[src/rtl/keypad_pkg.sv]
// Shared types and constants for the 4x4 keypad scanner.
package keypad_pkg;

  typedef enum logic [1:0] {IDLE, DEBOUNCE, HELD, RELEASE} state_t;

  // Per-frame classification of the pressed map.
  typedef enum logic [1:0] {FR_NONE, FR_ONE, FR_MULTI} frame_t;

  localparam logic [3:0] COL_RESET = 4'b1110;

  // Index r*4+c -> hex code printed on the key.
  localparam logic [3:0] KEY_LUT [0:15] = '{
    4'h1, 4'h2, 4'h3, 4'hA,
    4'h4, 4'h5, 4'h6, 4'hB,
    4'h7, 4'h8, 4'h9, 4'hC,
    4'h0, 4'hF, 4'hE, 4'hD
  };

endpackage

[src/rtl/sync2.sv]
// Two-flop synchronizer for slow asynchronous inputs (keypad rows, switches, buttons).
module sync2 #(
  parameter int               WIDTH     = 1,
  parameter logic [WIDTH-1:0] RESET_VAL = '0
) (
  input  logic             clk,
  input  logic             rst_n,
  input  logic [WIDTH-1:0] d,
  output logic [WIDTH-1:0] q
);

  logic [WIDTH-1:0] meta;

  // NOTE: reset to the input's idle level so no phantom activity follows reset.
  always_ff @(posedge clk or negedge rst_n) begin
    if (!rst_n) begin
      meta <= RESET_VAL;
      q    <= RESET_VAL;
    end else begin
      meta <= d;
      q    <= meta;
    end
  end

endmodule

[src/rtl/keypad_scan.sv]
// 4x4 matrix keypad scanner: column drive, frame-level debounce, hex encode and entry shift register.
module keypad_scan
  import keypad_pkg::*;
#(
  parameter int DWELL_BITS      = 16,
  parameter int DEBOUNCE_FRAMES = 4
) (
  input  logic        clk,
  input  logic        clear_n,
  input  logic [3:0]  row_n,
  output logic [3:0]  col_n,
  input  logic        entry_clr,
  output logic [3:0]  key_code,
  output logic        key_valid,
  output logic        key_held,
  output logic [15:0] entry
);

  localparam logic [3:0] DF = 4'(DEBOUNCE_FRAMES);

  logic [3:0]            row_sync;
  logic [DWELL_BITS-1:0] dwell_cnt;
  logic [1:0]            col_idx;
  logic [15:0]           map_q, map_d;
  logic                  dwell_end, frame_end;
  logic [4:0]            hits;
  logic [3:0]            hit_idx, frame_code;
  frame_t                frame;

  state_t     state_q, state_d;
  logic [3:0] cand_q, cand_d, cnt_q, cnt_d;
  logic       accept;
  logic [3:0] accept_code;

  sync2 #(.WIDTH(4), .RESET_VAL(4'hF)) u_row_sync (
    .clk   (clk),
    .rst_n (clear_n),
    .d     (row_n),
    .q     (row_sync)
  );

  assign dwell_end = &dwell_cnt;
  assign frame_end = dwell_end && (col_idx == 2'd3);

  // Merge the current column's sample into the accumulated map.
  always_comb begin
    map_d = map_q;
    for (int r = 0; r < 4; r++) map_d[{2'(r), col_idx}] = ~row_sync[r];
  end

  always_comb begin
    hits    = '0;
    hit_idx = '0;
    for (int i = 0; i < 16; i++) begin
      if (map_d[i]) begin
        hits    = hits + 5'd1;
        hit_idx = 4'(i);
      end
    end
  end

  assign frame      = (hits == 5'd0) ? FR_NONE : (hits == 5'd1) ? FR_ONE : FR_MULTI;
  assign frame_code = KEY_LUT[hit_idx];

  // NOTE: sequential state uses non-blocking assignments so all flops update together.
  always_ff @(posedge clk or negedge clear_n) begin
    if (!clear_n) begin
      dwell_cnt <= '0;
      col_idx   <= '0;
      col_n     <= COL_RESET;
      map_q     <= '0;
    end else begin
      dwell_cnt <= dwell_cnt + DWELL_BITS'(1);
      if (dwell_end) begin
        col_n   <= {col_n[2:0], col_n[3]};
        col_idx <= col_idx + 2'd1;
        map_q   <= frame_end ? '0 : map_d;
      end
    end
  end

  // NOTE: every output of this block gets a default first so no latch is inferred.
  always_comb begin
    state_d     = state_q;
    cand_d      = cand_q;
    cnt_d       = cnt_q;
    accept      = 1'b0;
    accept_code = cand_q;
    if (frame_end) begin
      unique case (state_q)
        IDLE: if (frame == FR_ONE) begin
          cand_d = frame_code;
          cnt_d  = 4'd1;
          if (DF == 4'd1) begin
            state_d     = HELD;
            accept      = 1'b1;
            accept_code = frame_code;
          end else begin
            state_d = DEBOUNCE;
          end
        end
        DEBOUNCE: if (frame == FR_ONE) begin
          if (frame_code == cand_q) begin
            cnt_d = cnt_q + 4'd1;
            if (cnt_d == DF) begin
              state_d = HELD;
              accept  = 1'b1;
            end
          end else begin
            cand_d = frame_code;
            cnt_d  = 4'd1;
          end
        end else begin
          state_d = IDLE;
        end
        HELD: if (frame == FR_NONE) begin
          cnt_d   = 4'd1;
          state_d = (DF == 4'd1) ? IDLE : RELEASE;
        end
        RELEASE: if (frame == FR_NONE) begin
          cnt_d = cnt_q + 4'd1;
          if (cnt_d == DF) state_d = IDLE;
        end else begin
          state_d = HELD;
        end
        default: state_d = IDLE;
      endcase
    end
  end

  always_ff @(posedge clk or negedge clear_n) begin
    if (!clear_n) begin
      state_q   <= IDLE;
      cand_q    <= '0;
      cnt_q     <= '0;
      key_valid <= 1'b0;
      key_code  <= '0;
      entry     <= '0;
    end else begin
      state_q   <= state_d;
      cand_q    <= cand_d;
      cnt_q     <= cnt_d;
      key_valid <= accept;
      if (accept) begin
        key_code <= accept_code;
        // Clear wins over the old contents, then the new code shifts in.
        entry    <= {(entry_clr ? 12'h000 : entry[11:0]), accept_code};
      end else if (entry_clr) begin
        entry    <= '0;
      end
    end
  end

  assign key_held = (state_q == HELD) || (state_q == RELEASE);

endmodule
[config.mk]
export PLATFORM = sky130hd
export DESIGN_NAME = keypad_scan
export DESIGN_NICKNAME = d
export VERILOG_FILES = /design/src/rtl/keypad_pkg.sv /design/src/rtl/sync2.sv /design/src/rtl/keypad_scan.sv
export SDC_FILE = /design/constraint.sdc
export NUM_CORES = 1
export LEC_CHECK = 0
export CORE_ASPECT_RATIO = 0.8
export CORE_MARGIN = 3
export CORE_UTILIZATION = 55
export CTS_CLUSTER_DIAMETER = 200
export CTS_CLUSTER_SIZE = 12
export DETAILED_ROUTE_END_ITERATION = 8
export HOLD_SLACK_MARGIN = 0.05
export PLACE_DENSITY = 0.71
export SLEW_MARGIN = 25
export SYNTH_ARGS = -nofsm -noshare
export SYNTH_HDL_FRONTEND = slang
export SYNTH_SLANG_ARGS = --single-unit
[constraint.sdc]
create_clock -name clk -period 11.7 [get_ports clk]
set_input_delay 3.51 -clock clk [delete_from_list [all_inputs] [get_ports clk]]
set_output_delay 3.51 -clock clk [all_outputs]
set_load 0.02 [all_outputs]
# After elaboration in Yosys (flattened, before gate mapping)
# Memory sizes are Yosys's and may differ from the RTL's.
# Cells that the tools add are included.
# W data, S select, Z words.
[word_totals]
regBits = 77
mem_bits_ro = 64
input_bits = 7
output_inout_bits = 26
word_cells = 150
n_memories = 1
[memory_table]
columns = ["memory", "words", "word_bits", "read_ports", "rd_ports_with_merged_regs", "write_ports", "line", "source"]
rows = [
  ["(no name shown)", 16, 4, 1, 0, 0, "keypad_scan.sv:63", "assign frame_code = KEY_LUT[hit_idx];"],
]
[classes]
n_addsub = 18
n_lt_le_gt_ge = 9
eq_ne = 16
muxes = 74
bitwise_logic = 5
reduce_logical = 15
[op_table]
columns = ["cell", "n"]
rows = [
  ["$mux W4", 24],
  ["$add A5 B1 Y5 const B", 15],
  ["$mux W5", 15],
  ["$bwmux W16", 4],
  ["$mux W16", 3],
  ["$mux W2", 9],
  ["$add A16 B1 Y16 const B", 1],
  ["$pmux W4 S4", 1],
  ["$reduce_and A16 Y1", 1],
  ["$mux W12", 1],
  ["$mux W1", 11],
  ["$lt A4 B5 Y1 const B", 2],
  ["$ne A2 B2 Y1 const B", 5],
  ["$reduce_and A5 Y1", 2],
  ["$ne A3 B3 Y1 const B", 3],
  ["$demux W1 S2", 4],
  ["$ge A4 B1 Y1 const B", 2],
  ["$pmux W2 S4", 1],
  ["$pmux W4 S2", 1],
  ["$eq A2 B2 Y1 const B", 3],
  ["$reduce_and A6 Y1", 1],
  ["$eq A5 B1 Y1 const B", 1],
  ["$ge A5 B5 Y1 const B", 1],
  ["$logic_and A1 B1 Y1", 5],
  ["15 further kinds", 21],
]

# Longest topological paths before layout
[depth]
word_depth = 47
ltp_mapped = 56
ltp_nobuf = 54

# By module
# Synthesis repeated with hierarchy kept, for this count alone.
[unflattened]
cells_unflattened = 551
area_unflattened_um2 = 5411.4
[modules_own_cells]
columns = ["module", "instances", "cells_per_inst", "area_each_um2", "seq_area_each_um2"]
rows = [
  ["keypad_scan", 1, 543, 5201.2, 1730.4],
  ["sync2", 1, 8, 210.2, 210.2],
]

# Worst setup path after synthesis
# OpenSTA, ideal clock, no wires.
[synth_timing]
kind = "register -> register"
start = "register col_idx[0]"
end = "register cand_q[1], in the netlist accept_code[1]"
arrival_time_ps = 10204
t_required_ps = 11575
slack_ps = 1372
path_stages_with_launch = 56
path_buffers = 2
synth_period_minus_slack_ps = 10328
path_cell_list = "dfrtp_1 -> inv_1 -> ha_1 -> buf_4 -> a221oi_2 -> a31oi_1 -> a211oi_4 -> xor2_2 -> inv_2 -> ha_1 -> inv_1 -> a21oi_1 -> ha_1 -> a21boi_0 -> a211o_1 -> ha_1 -> nor2_1 -> nor2_1 -> (+20 left out) -> nand2_1 -> ha_1 -> nor2_1 -> a31oi_1 -> ha_1 -> mux2i_1 -> inv_1 -> ha_1 -> and2_1 -> or2_2 -> ha_1 -> xnor2_1 -> o32ai_1 -> nor2b_1 -> or3b_1 -> buf_2 -> a21oi_2 -> mux2_2"
[synth_via]
elab_chain_len = 45
word_cells_on_any_way = 90
cone_classes = "add/sub (15); order compare (8); eq/ne (7); mux (51); bitwise (1); reduce/logical (7); memory (1)"
[synth_lines]
columns = ["item", "line", "source"]
rows = [
  ["from (decl)", "keypad_scan.sv:23", "logic [1:0] col_idx;"],
  ["from (signal assigned)", "keypad_scan.sv:76", "col_idx <= col_idx + 2'd1;"],
  ["$lt A2 B5 Y1 (not written as such) / $ge A2 B1 Y1 (equally long branches)", "keypad_scan.sv:48", "for (int r = 0; r < 4; r++) map_d[{2'(r), col_idx}] = ~row_sync[r];"],
  ["$logic_and A1 B1 Y1 (not written as such)", "keypad_scan.sv:48", ""],
  ["$mux W1 (not written as such)", "keypad_scan.sv:48", ""],
  ["$demux W1 S2", "keypad_scan.sv:48", ""],
  ["$bwmux W16 (4 in a row)", "keypad_scan.sv:48", ""],
  ["$mux W1", "keypad_scan.sv:55", "if (map_d[i]) begin"],
  ["$add A5 B1 Y5", "keypad_scan.sv:56", "hits = hits + 5'd1;"],
  ["$mux W5", "keypad_scan.sv:55", ""],
  ["(+25 left out)", "--", ""],
  ["$mux W5", "keypad_scan.sv:55", ""],
  ["$add A5 B1 Y5", "keypad_scan.sv:56", ""],
  ["$mux W5", "keypad_scan.sv:55", ""],
  ["$eq A5 B1 Y1", "keypad_scan.sv:62", "assign frame = (hits == 5'd0) ? FR_NONE : (hits == 5'd1) ? FR_ONE : FR_MULTI;"],
  ["$mux W2 (2 in a row)", "keypad_scan.sv:62", ""],
  ["$eq A2 B1 Y1", "keypad_scan.sv:91, keypad_scan.sv:102", ""],
  ["$ne A2 B2 Y1 (no source line)", "--", ""],
  ["$reduce_and A5 Y1 (no source line)", "--", ""],
  ["to (signal assigned)", "keypad_scan.sv:141", "cand_q <= cand_d;"],
  ["to (decl)", "keypad_scan.sv:31", "logic [3:0] cand_q, cand_d, cnt_q, cnt_d;"],
]
# Parallel ways exist; a longest one is shown, timed or not. The select of a mux whose other input is x is not followed.
# A chain may end at the register's enable or synchronous reset.

# Worst setup path after layout
# Ends and elaborated chain as after synthesis.

==> impl_metrics.py <==
metrics = {
    "sta": {
        "final.setup.worst_slack_ns": 0.528,
        "fin_crit_ns": 11.17,
        "drv_slew": 0,
        "fin_crit_sh": 0.955,
        "tightest_slew_ns": 0.752,
        "fmax_mhz": 89.5,
        "skew_ns": 0.00999,
        "setup_viol": 0,
        "hold_violations": 0,
        "slew_headroom": 0.497,
    },
    "layout": {
        "multi_input_area_um2": 3630,
        "syn_to_final_growth_pct": 15.4,
        "regArea_um2": 1940,
        "postLayoutCellArea_um2": 6570,
        "nNetsFinal": 672,
        "final.fill_count": 806,
        "n_antenna_cell": 0,
        "final_common_cell": "nand2_1",
        "drive_gt1_frac": 0.138,
        "final_cell_mix": "nand2_1 (70), dfrtp_1 (66), xnor2_1 (35), nor2_1 (35), nand2b_1 (33)",
    },
    "synth": {
        "synth_cell_type_count": 78,
        "synth_top_area_frac": 0.290,
        "ys_seq_area_frac": 0.341,
        "synthArstFlopShare": 1.00,
        "synth_seq_cells": 77,
        "synth_top_area_cell": "dfrtp_1",
        "synth_edf_count": 0,
        "syn_area_um2": 5690,
        "postSynthCellCount": 606,
        "syn_area_per_cell_um2": 9.39,
        "yosys-top-cells-area": "dfrtp_1 (29%), xnor2_1 (5.4%), dfstp_2 (5.1%)",
        "synth_top_flop_cell": "dfrtp_1",
        "synth_warnings": 0,
        "syn_nets": 636,
    },
    "global_routing": {
        "grt_start_max_net_pins": 78,
        "overflow": 0,
        "grt_pass1_vias": 4407,
        "grt.total_usage": 0.227,
        "antenna_found_initial": 0,
        "grt_pass1_wl_um": 21800,
    },
    "clock_network": {
        "htreeDepth": 3,
        "worstSkewPairLatency_ns": 0.33,
        "clockBufferDepth": 2,
        "tritoncts": "built",
        "cts_root_buf": "clkbuf_16",
        "cts.reportedPaths.clkPinSlew_ns": 0.06,
        "cts.sinks": 77,
        "numCtsBuffers": 9,
    },
    "critical_path": {
        "critPathLaunchType": "flip-flop",
        "cp.required_ns": 11.91,
        "critPathMaxStageDelay_ns": 0.46,
        "cpMaxStageDelayCell": "or3b_4",
        "reg2regPathDepth": 53,
        "cp.arrival_ns": 11.38,
        "crit_top_cell": "ha_1",
        "end_kind": "flip-flop",
        "critical_path_class": "reg -> reg",
        "path_max_fanout": 11,
    },
    "placed_design": {
        "gp_congestion": 0.888,
        "place_area_um2": 6120,
        "port_buffers": 32,
        "dp_slack_ns": 0.139,
        "hpwl_um": 9470,
    },
    "floorplan": {
        "design.die.area_um2": 11600,
        "start_util": 0.578,
        "die_h_um": 97.0,
        "die_w_um": 120,
        "io-pin-count": 33,
        "num_rows": 32,
        "core_um2": 9850,
    },
    "routing": {
        "vias": 4484,
        "drtIter0Drc": 290,
        "dr.pass1.iters": 5,
        "ant_nets": 0,
        "post_drt_wl_per_cell_um": 16.5,
        "wl_um": 12900,
        "drc": 0,
        "vias_per_cell": 5.73,
    },
    "power_and_ir_drop": {
        "power.share.clock": 0.454,
        "p_sw_mw": 0.161,
        "power.leakage_nw": 2.94,
        "power_frac_comb": 0.116,
        "vdd_drop_max_mv": 0.0762,
        "powerDensity_nw_per_um2": 95.8,
        "swShare": 0.256,
        "intPower_mw": 0.468,
        "p_seq_frac": 0.430,
    },
    "flow_run": {
        "maxCapViolCount": 0,
    },
    "min_path": {
        "min_path_cells": 0,
        "hold_class": "reg -> reg",
    },
    "outcome": {
        "status": "finished clean",
    },
}
-- worst paths after layout --
check                                    from              end  slack (ns)
setup / recovery                   col_idx[0]   accept_code[1]        0.53
hold / removal             u_row_sync.meta[3]  u_row_sync.q[3]        0.36
setup reg to reg                   col_idx[0]   accept_code[1]        0.53
hold reg to reg            u_row_sync.meta[3]  u_row_sync.q[3]        0.36
max in group asynchronous             clear_n       col_idx[0]        8.02
min in group asynchronous             clear_n         cnt_q[0]        3.17
-- sequential cells by signal, indices dropped and copies added, names as in the netlist --
register and flops:
u_row_sync.q 4, col_idx 2, key_code 4, accept_code 4
cnt_q 4, entry 16, key_valid 1, u_row_sync.meta 4
col_n 4, dwell_cnt 16, state_q 2, map_q 16
-- per-layer routing --
| metal | GRT usage | wire length [um] | vias to the layer above |
|---|---|---|---|
| met2 | 0.327 | 5590 | 129 |
| met1 | 0.352 | 6420 | 2127 |
| li1 | - | - | 2213 |
| met4 | 0.0607 | 163 | 0 |
| met3 | 0.0362 | 712 | 15 |
| met5 | 0 | 0 | - |
-- cell usage after synthesis (9+ instances only) --
library cell	instances
o31ai_1	13
nor2b_1	20
nand3_1	15
mux2_2	10
mux2i_1	27
inv_1	25
xor2_1	19
o21ai_0	29
ha_1	23
xnor2_1	35
dfrtp_1	66
dfstp_2	11
nand2_1	70
nand2b_1	33
clkbuf_1	14
a21oi_1	20
and2_1	9
nor2_1	35
-- area by class of cell --
class | count | share of cell area
clock inverters | 7 | 0.0120
flip-flops and latches | 77 | 0.296
inverters | 26 | 0.0149
well taps | 136 | 0.0259
clock buffers | 9 | 0.0343
multi-input cells | 482 | 0.552
repair buffers | 46 | 0.0650
-- worst max-delay path, delay by kind of cell (launching register included) --
family | cells | cell delay (ns)
AOI/OAI and AO/OA | 19 | 3.51
xor gates and xnor gates | 2 | 0.37
adders and majority gates | 14 | 3.87
buffers and inverters | 5 | 0.52
DFF | 1 | 0.41
muxes | 2 | 0.56
and+or+nand+nor | 11 | 1.83
-- power by group through the flow --
stage	Combinational [mW]	Sequential [mW]	Clock (mW)
2_1_floorplan	0.0493	0.274	0
3_3_place_gp	0.0637	0.275	0
3_5_place_dp	0.0668	0.275	0
4_1_cts	0.0668	0.270	0.292
5_1_grt	0.0818	0.270	0.303
6_report	0.0730	0.270	0.286
-- per-stage QoR --
step	std cells	hold slack, ns	TNS [ns]	util	total power [mW]
floorplan	606	0.345	0	-	0.324
global placement	758	0.346	0	0.622	0.339
detailed placement	758	0.347	0	0.622	0.342
CTS	774	0.356	0	0.653	0.629
global route	783	0.360	-0.215	0.667	0.655
finish	783	0.355	0	0.667	0.629
-- cell families (layout without fill, tap and decap cells) --
| kind of cell | after synthesis | count (layout) | synth area share |
|---|---|---|---|
| simple gates | 231 | 231 | 0.214 |
| buf+inv | 47 | 88 | 0.0345 |
| flops | 77 | 77 | 0.341 |
| xor+xnor | 71 | 71 | 0.145 |
| compound gates | 120 | 120 | 0.148 |
| mux | 37 | 37 | 0.0673 |
| fa+ha+maj | 23 | 23 | 0.0506 |
-- repair_timing --
action | in CTS | in global routing
gates resized for setup | 0 | 17
setup buffers | 0 | 9
hold buffers | 0 | 0
setup endpoints to repair | 0 | 31
(Power assumes the default switching activity.)
